===== src/rtl/pc_sequencer.sv =====
// ---------------------------------------------------------------------------
// pc_sequencer
//
// Purpose:
//   Generates the fetch address for a simple in-order core. The default step
//   is pc+4. Jumps, taken branches and returns from an interrupt handler
//   redirect it. Halt freezes it. An optional single-level interrupt scheme
//   saves the return address in epc and vectors the fetch to TRAP_VECTOR.
//
// Build option:
//   PC_SEQ_IRQ_EN  - when defined, compiles in interrupt support: irq, eret,
//                    epc, irq_ack, the TRAP state and trap exit from HALT.
//                    When undefined, the ports stay in place, irq and eret
//                    are ignored, epc and irq_ack read 0, and HALT is left
//                    only by reset.
//
// Parameters:
//   RESET_VECTOR   - pc value after reset
//   TRAP_VECTOR    - pc value on interrupt entry
//
// Ports:
//   clk            in   1   clock, rising edge
//   rst_n          in   1   asynchronous active-low reset
//   stall          in   1   hold every register this cycle, no redirects
//   branch_taken   in   1   redirect to branch_target
//   branch_target  in   32  branch destination (bits [1:0] ignored)
//   jump           in   1   redirect to jump_target
//   jump_target    in   32  jump destination (bits [1:0] ignored)
//   eret           in   1   return from handler, pc <= epc
//   irq            in   1   level-sensitive interrupt request
//   halt           in   1   enter HALT
//   pc             out  32  current fetch address
//   epc            out  32  saved return address
//   irq_ack        out  1   high during the single TRAP cycle
//   state          out  2   0 RUN, 1 TRAP, 2 HALT
// ---------------------------------------------------------------------------
//
// state | meaning
// ------+-----------------------------------------------------------------
// RUN   | normal fetch: pc+4 or a redirect
// TRAP  | one-cycle interrupt entry, pc = TRAP_VECTOR, irq_ack high
// HALT  | pc frozen; left by reset or by interrupt entry
module pc_sequencer #(
    parameter logic [31:0] RESET_VECTOR = 32'h0000_0000,
    parameter logic [31:0] TRAP_VECTOR  = 32'h0000_0080
) (
    input  logic        clk,
    input  logic        rst_n,
    input  logic        stall,
    input  logic        branch_taken,
    input  logic [31:0] branch_target,
    input  logic        jump,
    input  logic [31:0] jump_target,
    input  logic        eret,
    input  logic        irq,
    input  logic        halt,
    output logic [31:0] pc,
    output logic [31:0] epc,
    output logic        irq_ack,
    output logic [1:0]  state
);

    localparam logic [1:0] ST_RUN  = 2'd0;
    localparam logic [1:0] ST_TRAP = 2'd1;
    localparam logic [1:0] ST_HALT = 2'd2;

    logic [1:0]  state_q;
    logic [1:0]  state_d;
    logic [31:0] pc_q;
    logic [31:0] pc_d;
    logic [31:0] epc_q;
    logic [31:0] epc_d;
    logic        ie_q;
    logic        ie_d;

    logic [31:0] pc_seq;
    logic [31:0] run_target;
    logic        trap_entry;
    logic        eret_en;

    assign pc_seq = pc_q + 32'd4;

`ifdef PC_SEQ_IRQ_EN
    // Trap entry is only possible from RUN or HALT; ie is already clear
    // while in TRAP, so the state check only guards the unused encoding.
    assign trap_entry = irq && ie_q && !stall &&
                        ((state_q == ST_RUN) || (state_q == ST_HALT));
    assign eret_en    = eret;
`else
    assign trap_entry = 1'b0;
    assign eret_en    = 1'b0;

    logic unused_irq_path;
    assign unused_irq_path = irq ^ eret ^ ie_q;
`endif

    // Redirect-resolved next pc in RUN, ignoring trap entry and halt. This
    // is also the return address captured when an interrupt is taken.
    always_comb begin
        run_target = pc_seq;
        if (eret_en) begin
            run_target = epc_q;
        end else if (jump) begin
            run_target = {jump_target[31:2], 2'b00};
        end else if (branch_taken) begin
            run_target = {branch_target[31:2], 2'b00};
        end
    end

    // State and architectural registers.
    always_ff @(posedge clk or negedge rst_n) begin
        if (!rst_n) begin
            state_q <= ST_RUN;
            pc_q    <= RESET_VECTOR;
            epc_q   <= 32'd0;
            ie_q    <= 1'b1;
        end else begin
            state_q <= state_d;
            pc_q    <= pc_d;
            epc_q   <= epc_d;
            ie_q    <= ie_d;
        end
    end

    // Next-state and next-pc logic. A stall leaves every default in place.
    always_comb begin
        state_d = state_q;
        pc_d    = pc_q;
        epc_d   = epc_q;
        ie_d    = ie_q;
        if (!stall) begin
            case (state_q)
                ST_RUN: begin
                    if (trap_entry) begin
                        epc_d   = {run_target[31:2], 2'b00};
                        pc_d    = TRAP_VECTOR;
                        ie_d    = 1'b0;
                        state_d = ST_TRAP;
                    end else if (halt) begin
                        // Halt freezes pc and overrides any redirect,
                        // including eret, which then leaves ie untouched.
                        state_d = ST_HALT;
                    end else begin
                        pc_d = run_target;
                        if (eret_en) begin
                            ie_d = 1'b1;
                        end
                    end
                end
                ST_TRAP: begin
                    pc_d    = pc_seq;
                    state_d = ST_RUN;
                end
                ST_HALT: begin
                    if (trap_entry) begin
                        epc_d   = {pc_q[31:2], 2'b00};
                        pc_d    = TRAP_VECTOR;
                        ie_d    = 1'b0;
                        state_d = ST_TRAP;
                    end
                end
                default: begin
                    state_d = ST_RUN;
                end
            endcase
        end
    end

    // Outputs. irq_ack is masked by stall so a stalled TRAP cycle does not
    // acknowledge twice.
    always_comb begin
        irq_ack = (state_q == ST_TRAP) && !stall;
        pc      = pc_q;
        epc     = epc_q;
        state   = state_q;
    end

endmodule

===== config.mk =====
export PLATFORM = sky130hd
export DESIGN_NAME = pc_sequencer
export DESIGN_NICKNAME = d
export VERILOG_FILES = /design/src/rtl/pc_sequencer.sv
export SDC_FILE = /design/constraint.sdc
export NUM_CORES = 1
export LEC_CHECK = 0
export ABC_AREA = 1
export CORE_AREA = 10 10 95 97
export DETAILED_ROUTE_END_ITERATION = 12
export DIE_AREA = 0 0 105 107
export PLACE_DENSITY = 0.84
export SETUP_SLACK_MARGIN = 0.1
export SLEW_MARGIN = 20
export SYNTH_ARGS = -nofsm -noshare
export SYNTH_HDL_FRONTEND = slang
export SYNTH_SLANG_ARGS = --single-unit

===== constraint.sdc =====
create_clock -name clk -period 2.18 [get_ports clk]
set_clock_uncertainty 0.15 [all_clocks]
set_input_delay 0.436 -clock clk [delete_from_list [all_inputs] [get_ports clk]]
set_output_delay 0.436 -clock clk [all_outputs]
set_load 0.03 [all_outputs]

# ---- After elaboration in Yosys (flattened, before gate mapping)
# Index checks and enable logic that the tools add are counted.
# Widths: inputs -> output; s select.
dict set report word_totals {
  latchBits 0
  out_inout_bits 67
  wordCells 21
  inputBits 72
  n_memories 0
  mem_bits_rw 0
  rom_bits 0
  register_bits 34
}
dict set report classes {
  n_div 0
  eq_ne 4
  n_lt_le_gt_ge 0
  reduce_logical 6
  add_sub_neg 1
  bitwise 2
  mul 0
  shift 0
  n_mux 6
}
# operator count
set op_table {}
lappend op_table {{$mux 32} 3}
lappend op_table {{$pmux 32 s2} 1}
lappend op_table {{$add 32x3->32 const B} 1}
lappend op_table {{$reduce_and 3->1} 2}
lappend op_table {{$ne 2x2->1 const B} 2}
lappend op_table {{$pmux 2 s2} 1}
lappend op_table {{$eq 2x1->1 const B} 1}
lappend op_table {{$eq 2x2->1 const B} 1}
lappend op_table {{$logic_not 2->1} 1}
lappend op_table {{$mux 2} 1}
lappend op_table {{$not 1->1} 2}
lappend op_table {{$reduce_bool 2->1} 1}
lappend op_table {{$logic_and 1x1->1} 1}
lappend op_table {{$logic_not 1->1} 1}

# ---- Logic depth before layout (Yosys ltp)
# Gate-level depths: netlist of the first run.
dict set report logic_depth {
  ltp_word 5
  depth_mapped 11
  mapped_depth_nobuf 11
}

# ---- Worst setup path after synthesis of the first run
# Ideal clock, no wire load.
dict set report synth_path {
  kind {register to register}
  startpoint {register pc_q[3], in the netlist pc[3]}
  endpoint {register pc_q[12], in the netlist pc[12]}
  period_less_slack_ns 1.805
  path_stages_with_launch 8
  required_time_ns 1.904
  setup_slack_ns 0.375
  setup_time_ns 0.126
  t_arrival_ns 1.529
  path_cell_list {dfrtp_1 -> ha_1 -> nand2_1 -> nor2_4 -> nand3_1 -> xnor2_1 -> o21ai_0 -> a21oi_1}
}
dict set report synth_via {
  elab_chain_cells 5
}
# item line_no
set synth_lines {}
lappend synth_lines {{start: declaration} 69} ;# logic [31:0] pc_q;
lappend synth_lines {{start signal: assignment} 119} ;# pc_q <= pc_d;
lappend synth_lines {{$add 32x3->32 (*)} 81} ;# assign pc_seq = pc_q + 32'd4;
lappend synth_lines {{$mux 32} 105} ;# end else if (branch_taken) begin
lappend synth_lines {{$mux 32} 103} ;# end else if (jump) begin
lappend synth_lines {{$mux 32} 139} ;# end else if (halt) begin
lappend synth_lines {{$pmux 32 s2 (*)} 132} ;# case (state_q)
# Mark *: on every way between the ends. The rest lies on a longest branch, timed or not. The select of a mux whose other input is x is not followed.
# A chain may end at the register's enable or synchronous reset.

# ---- Worst setup path after layout of the first run
dict set report layout_path {
  startpoint {register pc_q[20], in the netlist pc[20]}
  endpoint {output port pc[20]}
}
# item line_no
set layout_lines {}
lappend layout_lines {{end: declaration} 57} ;# output logic [31:0] pc,
# No word-level cell between the ends.

==> results of run 1 <==
==> logic make-up after synthesis <==
family                   Yosys count
buffers and inverters             88
XOR/XNOR                           4
other                              1
AO/OA/AOI/OAI                     76
adder cells (fa/ha/maj)            1
AND/OR/NAND/NOR                  283
flip-flops                        31
==> cell type report <==
| class | count | share of cell area (%) |
|---|---|---|
| clock inverter | 1 | 0.127 |
| timing repair buffer | 105 | 27.1 |
| sequential | 31 | 19.6 |
| tap | 99 | 3.13 |
| multi-input combinational | 400 | 44.7 |
| clock buffer | 6 | 2.09 |
| inverter | 34 | 3.23 |
==> layout by cell type, fill, tap and decap left out, types with 7 or more instances in the layout <==
cell | netlist | routed
dfrtp_1 | 31 | 31
nor2_1 | 107 | 107
a22oi_1 | 8 | 8
inv_1 | 34 | 34
nand2_1 | 121 | 121
conb_1 | 1 | 36
o21ai_0 | 15 | 15
clkdlybuf4s50_1 | 0 | 89
nor2_2 | 7 | 7
nand3_1 | 38 | 38
a21oi_1 | 45 | 45
==> timing repair <==
item	CTS	global route
setup endpoints to repair	3	4
gates cloned	0	0
gates resized for setup	3	4
==> registers in the layout (all words and copies together) (netlist names) <==
register / cells
state: 1
pc: 30
==> through the flow <==
stage          area [um2]  worst slack (ns)  power [uW]  cells
2_1_floorplan        3040             0.375        2590    519
3_3_place_gp         3860             0.294        3460    669
3_5_place_dp         3860             0.247        3490    669
5_1_grt              3950             0.101        4240    676
6_report             3950             0.127        3940    676
4_1_cts              3940             0.105        3960    676
==> metal layers <==
metal  vias up  share of wire [%]  routed length, um  GRT usage (%)
met5         -                  0                  0              0
met4         0               0.48                 48           2.84
met3         7                7.0                701           4.61
met2       107                 50               5010           30.2
met1      1471                 43               4280           21.0
li1       1657                  -                  -              -
==> synthesized netlist by cell type (all sizes together) <==
master	number
ha	1
o21bai	1
nand3	38
xor2	2
o211ai	3
dlygate4sd1	2
o21ai	16
clkbuf	9
o22ai	2
nand2	125
and2	1
buf	43
inv	34
nand4	2
a21oi	45
a211oi	1
xnor2	2
dfrtp	31
conb	1
a22oi	8
nor2	117
==> power groups by stage <==
stage,registers [uW],logic [uW],clock network [uW]
6_report,1180,2280,477
5_1_grt,1230,2500,506
4_1_cts,1180,2300,486
3_5_place_dp,1190,2310,0
3_3_place_gp,1180,2280,0
2_1_floorplan,1570,1020,0
==> worst min-delay path by stage <==
stage / startpoint / end / slack [ns] / cells after the start
floorplan: rst_n / pc[10] / -0.01 / 0
global placement: state[1] / state[1] / 0.38 / 2
detailed placement: state[1] / state[1] / 0.38 / 2
CTS: state[1] / state[1] / 0.39 / 2
global route: state[1] / state[1] / 0.41 / 2
finish: state[1] / state[1] / 0.38 / 2
==> impl_results.md, run 1 <==
- Tmin final: 2.05 ns
- Final net count: 650
- Detail Route Antenna Nets: 0
- CP Data Arrival Time: 1.47 ns
- Gate Count Post-Synth: 484
- Cell Pwr Density: 998 mW/mm2
- Die H: 107 um
- Multi-input gate area: 0.00177 mm2
- WS Path Type: register to primary output
- Reg-to-Reg End: pc[28]
- Initial antenna violation count: 0
- All-layer global routing usage: 17.2%
- CP Launch Type: register
- Outcome: completed
- Fillers: 735
- TritonCTS clock tree: yes
- Max-cap violations: 0
- Buf/Inv on CP: 1
- Final Setup Violations: 0
- Die W: 105 um
- Detailed-router iteration count before antenna repair: 4
- Synth top area share: 26.7%
- IO buf count: 96
- Final Util: 55.4%
- Multiplexer area fraction after synthesis: 0%
- Synth Area in XOR/XNOR: 1.21%
- Combinational power share: 57.9%
- Seq. cell area: 776 um2
- Post-synthesis simple-gate area fraction: 40.2%
- CP max stage delay: 0.72 ns
- Setup bufs post-CTS: 0
- Vias per inst: 4.80
- Hold Slack: 0.383 ns
- Htree depth: 2
- # clock sinks: 31
- Core Rows: 31
- Area grow syn2layout: 36.0%
- Register area share after synthesis: 26.7%
- Final period utilization: 94.2%
- Worst Hold Class: register to register
- Initial Utilization: 40.7%
- CP max-delay cell: clkdlybuf4s50_1
- Final hold vios: 0
- RSZ-0062 raised after global routing: no
- WL final: 10.0 mm
- Top cells by area in the synthesized netlist: dfrtp_1 (27%), nand2_1 (16%), nor2_1 (14%)
- Worst endpoint required time: 1.59 ns
- Switching share of total power: 50.9%
- Flop pwr share: 30.0%
- Largest family of logic cells by synthesized area: simple AND/OR/NAND/NOR gates
- Critical Path Start: pc[20]
- Clk_lat worst skew: 0.29 ns
- R2R depth: 9
- Netlist cell types: 27
- Syn Area/Cell: 6.01 um2
- I/O pin cnt: 139
- Setup TNS: 0 ns
- Worst VDD drop: 0.448 mV
- Total internal power: 1940 uW
- Final max-slew violation count: 0
- Cell class contributing the biggest share of worst-path delay: buffers and inverters
- Crit Path Max Fanout: 6
- Critical Path End: pc[20]
- DP HPWL: 7.98 mm
- Post-CTS Hold Buffers: 0
- DR iter-0 viols: 141
- Adder-Cell Fraction of Synth Area: 0.430%
- Cell accounting for the most synthesized area: dfrtp_1
- Routed len/inst: 14.8 um
- Root Buffer: clkbuf_8
- Synth Area in Compound Gates: 14.3%
- Gpl congestion: 0.912
- RR Startpoint: pc[8]
- Vias in the first global route: 3183
- Num CTS Buffers: 5
- Core area: 0.00714 mm2
- CP Capture Type: primary output
- Drt drc: 0
- Clock network fraction of total power: 12.1%
- Largest net degree at the start of global routing: 53
- CTS clk-pin slew, worst paths: 0.07 ns
- CP cell instances: clkdlybuf4s50_1
- Leakage power: 0.00182 uW
- P_sw: 2010 uW
- Reg2reg setup slack: 0.29 ns
- Seq cells post-synth: 31
- Congestion Overflow GR: 0
- Clock buffer depth: 2
- Critical path depth in cells: 1
- Global-route wire length before repair: 16.2 mm
- Vias: 3242
- Max Fclk: 487 MHz
- Die ar.: 0.0112 mm2
- Synthesized area: 0.00291 mm2
- Number of inserted diodes: 0
- Warnings from Yosys: 0
- Share of post-route cells with drive strength above 1: 5.20%
(Power assumes the default switching activity.)
==> run 2, diff against run 1 <==
- CORE_AREA: 10 10 95 97 -> 10 10 99 101
- DIE_AREA: 0 0 105 107 -> 0 0 109 111
- PLACE_DENSITY: 0.84 -> 0.81
- SETUP_SLACK_MARGIN: 0.1 -> not set
- clock period: 2.18 -> 1.82 ns (I/O delays scaled with it)
==> run 2 against run 1 <==
Critical path depth rose by 8; total power rose by 24%; final area rose by 5.6%; combinational power rose by 27%; first-iteration DRC count fell by 5.0%; via count rose by 4.3%; worst setup slack got worse by 0.054 ns; register-to-register slack got worse by 0.22 ns; non-clock buffer count rose by 20; largest cell class unchanged.
==> impl_results.md, run 2 (synthesized netlist as in run 1, its figures left out) <==
- Worst endpoint required time: 1.88 ns (+0.29 ns)
- DR iter-0 viols: 134 (-5.0%)
- DP HPWL: 8.54 mm (+7.1%)
- Crit path top cell by count: nand2_1
- Area grow syn2layout: 43.6%
- Detail Route Antenna Nets: 0 (unchanged)
- Root Buffer: clkbuf_8
- Buf/Inv on CP: 0 (-1)
- Detailed-router iteration count before antenna repair: 4 (unchanged)
- Routed len/inst: 15.1 um (+1.8%)
- Gpl congestion: 0.904 (-0.87%)
- Max-cap violations: 0 (unchanged)
- Placed Cells incl. Taps: 689 (+3.0%)
- Reg with most FFs: pc
- Largest net degree at the start of global routing: 33 (-38%)
- RSZ-0062 raised after global routing: yes
- RR Startpoint: pc[2]
- IO buf count: 96 (unchanged)
- Worst VDD drop: 0.566 mV (+27%)
- Commonest cells after routing, fill and taps aside: nand2_1 (117), nor2_1 (97), clkdlybuf4s50_1 (65)
- WL final: 10.6 mm (+5.9%)
- Share of post-route cells with drive strength above 1: 11.5% (+6.3 points)
- Worst Hold Class: input port to async pin
- Vias per inst: 4.81 (+0.25%)
- Final Non-Filler Cells: 703 (+4.0%)
- CP max stage delay: 0.40 ns (-0.32 ns)
- Max FFs per register: 30 (unchanged)
- Crit Path Max Fanout: 5 (-1)
- Initial antenna violation count: 0 (unchanged)
- Global-route wire length before repair: 17.3 mm (+6.6%)
- Vias: 3380 (+4.3%)
- Reg-to-Reg End: pc[20]
- Die ar.: 0.0121 mm2 (+7.7%)
- R2R depth: 9 (unchanged)
- All-layer global routing usage: 17.5% (+0.25 points)
- WS Path Type: register to register
- CP cell instances: ha_2 > nand2_2 > nor2_4 > nand3_2 > o21bai_1 > nand2_1 > nand2_1 > nand2_1 > a21oi_1
- Die W: 109 um (+3.8%)
- Core Rows: 33 (+6.5%)
- CP Data Arrival Time: 1.81 ns (+0.34 ns)
- Reg2reg setup slack: 0.07 ns (-0.22 ns)
- Total power: 4890 uW (+24%)
- Final period utilization: 96.0%
- Die H: 111 um (+3.7%)
- Cell Pwr Density: 1170 mW/mm2 (+17%)
- Congestion Overflow GR: 0 (unchanged)
- Final max-slew violation count: 0 (unchanged)
- Tmin final: 1.75 ns
- Num CTS Buffers: 5 (unchanged)
- Clk_lat worst skew: 0.29 ns (about the same)
- Initial Utilization: 36.5% (-4.3 points)
- Final Setup Violations: 0 (unchanged)
- # clock sinks: 31 (unchanged)
- Max Fclk: 572 MHz
- CTS clk-pin slew, worst paths: 0.07 ns (about the same)
- Critical Path Start: pc[2]
- Setup TNS: 0 ns (unchanged)
- Core area: 0.00797 mm2 (+12%)
- Finished Cell Area: 0.00417 mm2 (+5.6%)
- Most common cell after layout, fill and taps aside: nand2_1
- Final Util: 52.4% (-3.0 points)
- DP Area: 0.00400 mm2 (+3.6%)
- Final net count: 670 (+3.1%)
- CP Launch Type: register
- Clock buffer depth: 2 (unchanged)
- Outcome: completed
- Cell class contributing the biggest share of worst-path delay: simple AND/OR/NAND/NOR gates
- Drt drc: 0 (unchanged)
- Htree depth: 2 (unchanged)
- Leakage power: 0.00193 uW (+5.5%)
- Final hold vios: 0 (unchanged)
- I/O pin cnt: 139 (unchanged)
- CP max-delay cell: dfrtp_1
- Number of inserted diodes: 0 (unchanged)
- CP Capture Type: register
- TritonCTS clock tree: yes
- Vias in the first global route: 3455 (+8.5%)
run 2: power by group:
part	total (uW)	internal, uW	switching [uW]
Sequential	1370	975	391
Combinational	2890	1050	1840
Clock	629	346	283
Total	4890	2370	2510
run 2: per-layer routing:
metal | global-route usage, % | part of all wire [%] | vias to the layer above
li1 | - | - | 1701
met1 | 20.4 | 41 | 1550
met2 | 30.3 | 50 | 116
met3 | 4.53 | 7.5 | 13
met4 | 4.84 | 1.7 | 0
met5 | 0 | 0 | -
run 2: through the flow:
step	setup WS, ns	hold slack (ns)
2_1_floorplan	0.0147	-0.0816
5_1_grt	-0.0673	0.390
4_1_cts	0.00330	0.365
3_3_place_gp	0.00343	0.370
6_report	0.0726	0.346
3_5_place_dp	-0.0464	0.369
run 2: final cells by class:
class / instances / area [um2]
Timing Repair Buffer: 125 / 1200
Sequential cell: 31 / 779
Inverter: 34 / 128
Fill cell: 838 / 3790
Multi-Input combinational cell: 400 / 1830
Clock buffer: 8 / 100
Tap cell: 105 / 131
run 2: worst max-delay path by stage:
| stage | end | slack (ns) | cells past startpoint |
|---|---|---|---|
| 2_1_floorplan | pc[12] | 0.01 | 7 |
| 3_3_place_gp | pc[9] | 0.003 | 8 |
| 3_5_place_dp | pc[4] | -0.05 | 7 |
| 4_1_cts | pc[20] | 0.003 | 9 |
| 5_1_grt | pc[8] | -0.07 | 6 |
| 6_report | pc[20] | 0.07 | 9 |
run 2: repair_timing:
item                                    CTS  global route
gates cloned                              0             0
resized for setup                        31            25
buffers inserted                          0             6
hold buffers                              0             0
endpoints found under the setup margin   32            18
pin swaps                                 0             5
==> run 3, diff against run 2 <==
- SKIP_LAST_GASP: not set -> 1
==> run 3 against run 2 <==
Worst setup slack lost 0.015 ns; combinational power is essentially flat; final area shrank 0.12%; largest power group unchanged; highest routed layer unchanged.
==> impl_results.md, run 3 (synthesized netlist as in run 1, its figures left out) <==
- Final hold vios: 0 (unchanged)
- Global-route wire length before repair: 17.3 mm (unchanged)
- Clock buffer depth: 2 (unchanged)
- Routed len/inst: 15.1 um (-0.21%)
- Most common cell after layout, fill and taps aside: nand2_1
- Vias in the first global route: 3455 (unchanged)
- CP max stage delay: 0.40 ns (about the same)
- Area grow syn2layout: 43.4%
- Vias: 3359 (-0.62%)
- Routing usage on met1: 20.4% (unchanged)
- Vias per inst: 4.78 (-0.62%)
- Leakage power: 0.00193 uW (about the same)
- Crit Path Max Fanout: 5 (unchanged)
- Final Setup Violations: 0 (unchanged)
- Gpl congestion: 0.904 (unchanged)
- Share of post-route cells with drive strength above 1: 11.2% (-0.33 points)
- Detail Route Antenna Nets: 0 (unchanged)
- CP Capture Type: register
- Grt met3 use: 4.53% (unchanged)
- Root Buffer: clkbuf_8
- Max Fclk: 568 MHz (-0.83%)
- CP Data Arrival Time: 1.82 ns (about the same)
- Worst Hold Class: input port to async pin
- DR iter-0 viols: 144 (+7.5%)
- Core Rows: 33 (unchanged)
- Tmin final: 1.76 ns (+0.0146 ns)
- Post-CTS Hold Buffers: 0 (unchanged)
- R2R depth: 7 (-2)
- CP cell instances: ha_2 > nand3_1 > nor2_4 > nand4_1 > nand3_1 > nand2_1 > a22oi_1
- CP Launch Type: register
- Max-cap violations: 0 (unchanged)
- Core area: 0.00797 mm2 (unchanged)
- Layer with the highest usage: met2
- Outcome: completed
- Total power: 4880 uW (about the same)
- Number of inserted diodes: 0 (unchanged)
- Reg with most FFs: pc
- Worst endpoint required time: 1.88 ns (about the same)
- Die W: 109 um (unchanged)
- Drt drc: 0 (unchanged)
- Largest net degree at the start of global routing: 33 (unchanged)
- CP max-delay cell: dfrtp_1
- Cell Pwr Density: 1170 mW/mm2 (about the same)
- Global routing usage on met2: 30.3% (unchanged)
- Num CTS Buffers: 5 (unchanged)
- Crit path top cell by count: nand3_1
- Die H: 111 um (unchanged)
- Clk_lat worst skew: 0.29 ns (about the same)
- WL final: 10.6 mm (-0.21%)
- Die ar.: 0.0121 mm2 (unchanged)
- TritonCTS clock tree: yes
- Commonest cells after routing, fill and taps aside: nand2_1 (118), nor2_1 (98), clkdlybuf4s50_1 (65)
- RSZ-0062 raised after global routing: yes
- Detailed-router iteration count before antenna repair: 4 (unchanged)
- Congestion Overflow GR: 0 (unchanged)
- Final net count: 670 (unchanged)
- DP HPWL: 8.54 mm (unchanged)
- All-layer global routing usage: 17.5% (unchanged)
- Max FFs per register: 30 (unchanged)
- # clock sinks: 31 (unchanged)
- Worst VDD drop: 0.565 mV (-0.34%)
- CTS clk-pin slew, worst paths: 0.07 ns (about the same)
- Setup TNS: 0 ns (unchanged)
- WS Path Type: register to register
- IO buf count: 96 (unchanged)
- Final period utilization: 96.8% (+0.80 points)
- Initial Utilization: 36.5% (unchanged)
- Final max-slew violation count: 0 (unchanged)
- Reg2reg setup slack: 0.06 ns (about the same)
- Htree depth: 2 (unchanged)
- Initial antenna violation count: 0 (unchanged)
- I/O pin cnt: 139 (unchanged)
- RR Startpoint: pc[2]
- Reg-to-Reg End: pc[16]
## run 3: cell types whose count changed in the layout (fill, tap and decap cells not counted)
| cell | delta |
|---|---|
| nor2_2 | -1 |
| nand2_2 | -1 |
| nor2_1 | +1 |
| nand2_1 | +1 |
## run 3: cell type report
class                   count  area (um2)
well taps                 105         131
flip-flops and latches     31         779
fillers                   840        3800
clock buffers               8         100
repair buffers            125        1200
multi-input cells         400        1830
inverters                  34         128
## run 3: stage by stage
stage / std cells / area (um2) / utilization (%) / setup slack (ns) / hold WS (ns)
global route: 703 / 4170 / 52.3 / -0.0673 / 0.390
detailed placement: 689 / 4000 / 50.1 / -0.0464 / 0.369
CTS: 697 / 4060 / 50.9 / 0.00330 / 0.365
global placement: 689 / 4000 / 50.1 / 0.00343 / 0.370
finish: 703 / 4170 / 52.3 / 0.0580 / 0.349
floorplan: 519 / 3040 / - / 0.0147 / -0.0816
## run 3: power breakdown
part / leakage (uW) / total, uW / switching [uW] / internal (uW)
Sequential: 0.000346 / 1360 / 390 / 975
Combinational: 0.00153 / 2890 / 1840 / 1050
Clock: 0.0000515 / 628 / 282 / 346
## run 3: worst max-delay path by stage
stage	from	to	cells after the start
finish	pc[2]	pc[16]	7
global route	pc[3]	pc[8]	6
CTS	pc[2]	pc[20]	9
detailed placement	halt	pc[4]	7
global placement	halt	pc[9]	8
floorplan	pc[3]	pc[12]	7
## run 3: critical path, delay by kind of cell, from the launching register on
kind	cells	cell delay, ns
and+or+nand+nor	5	0.79
AOI/OAI and AO/OA	1	0.13
DFF	1	0.40
adders and majority gates	1	0.22
## run 3: per-layer routing
layer / vias up / wire, um
met5: - / 0
met2: 103 / 5360
met4: 0 / 184
met1: 1543 / 4310
li1: 1700 / -
met3: 13 / 746
## run 3: what timing repair did
item,CTS,global route
gates resized for setup,31,23
buffers inserted,0,6
pin swaps,0,5
endpoints found under the setup margin,32,18
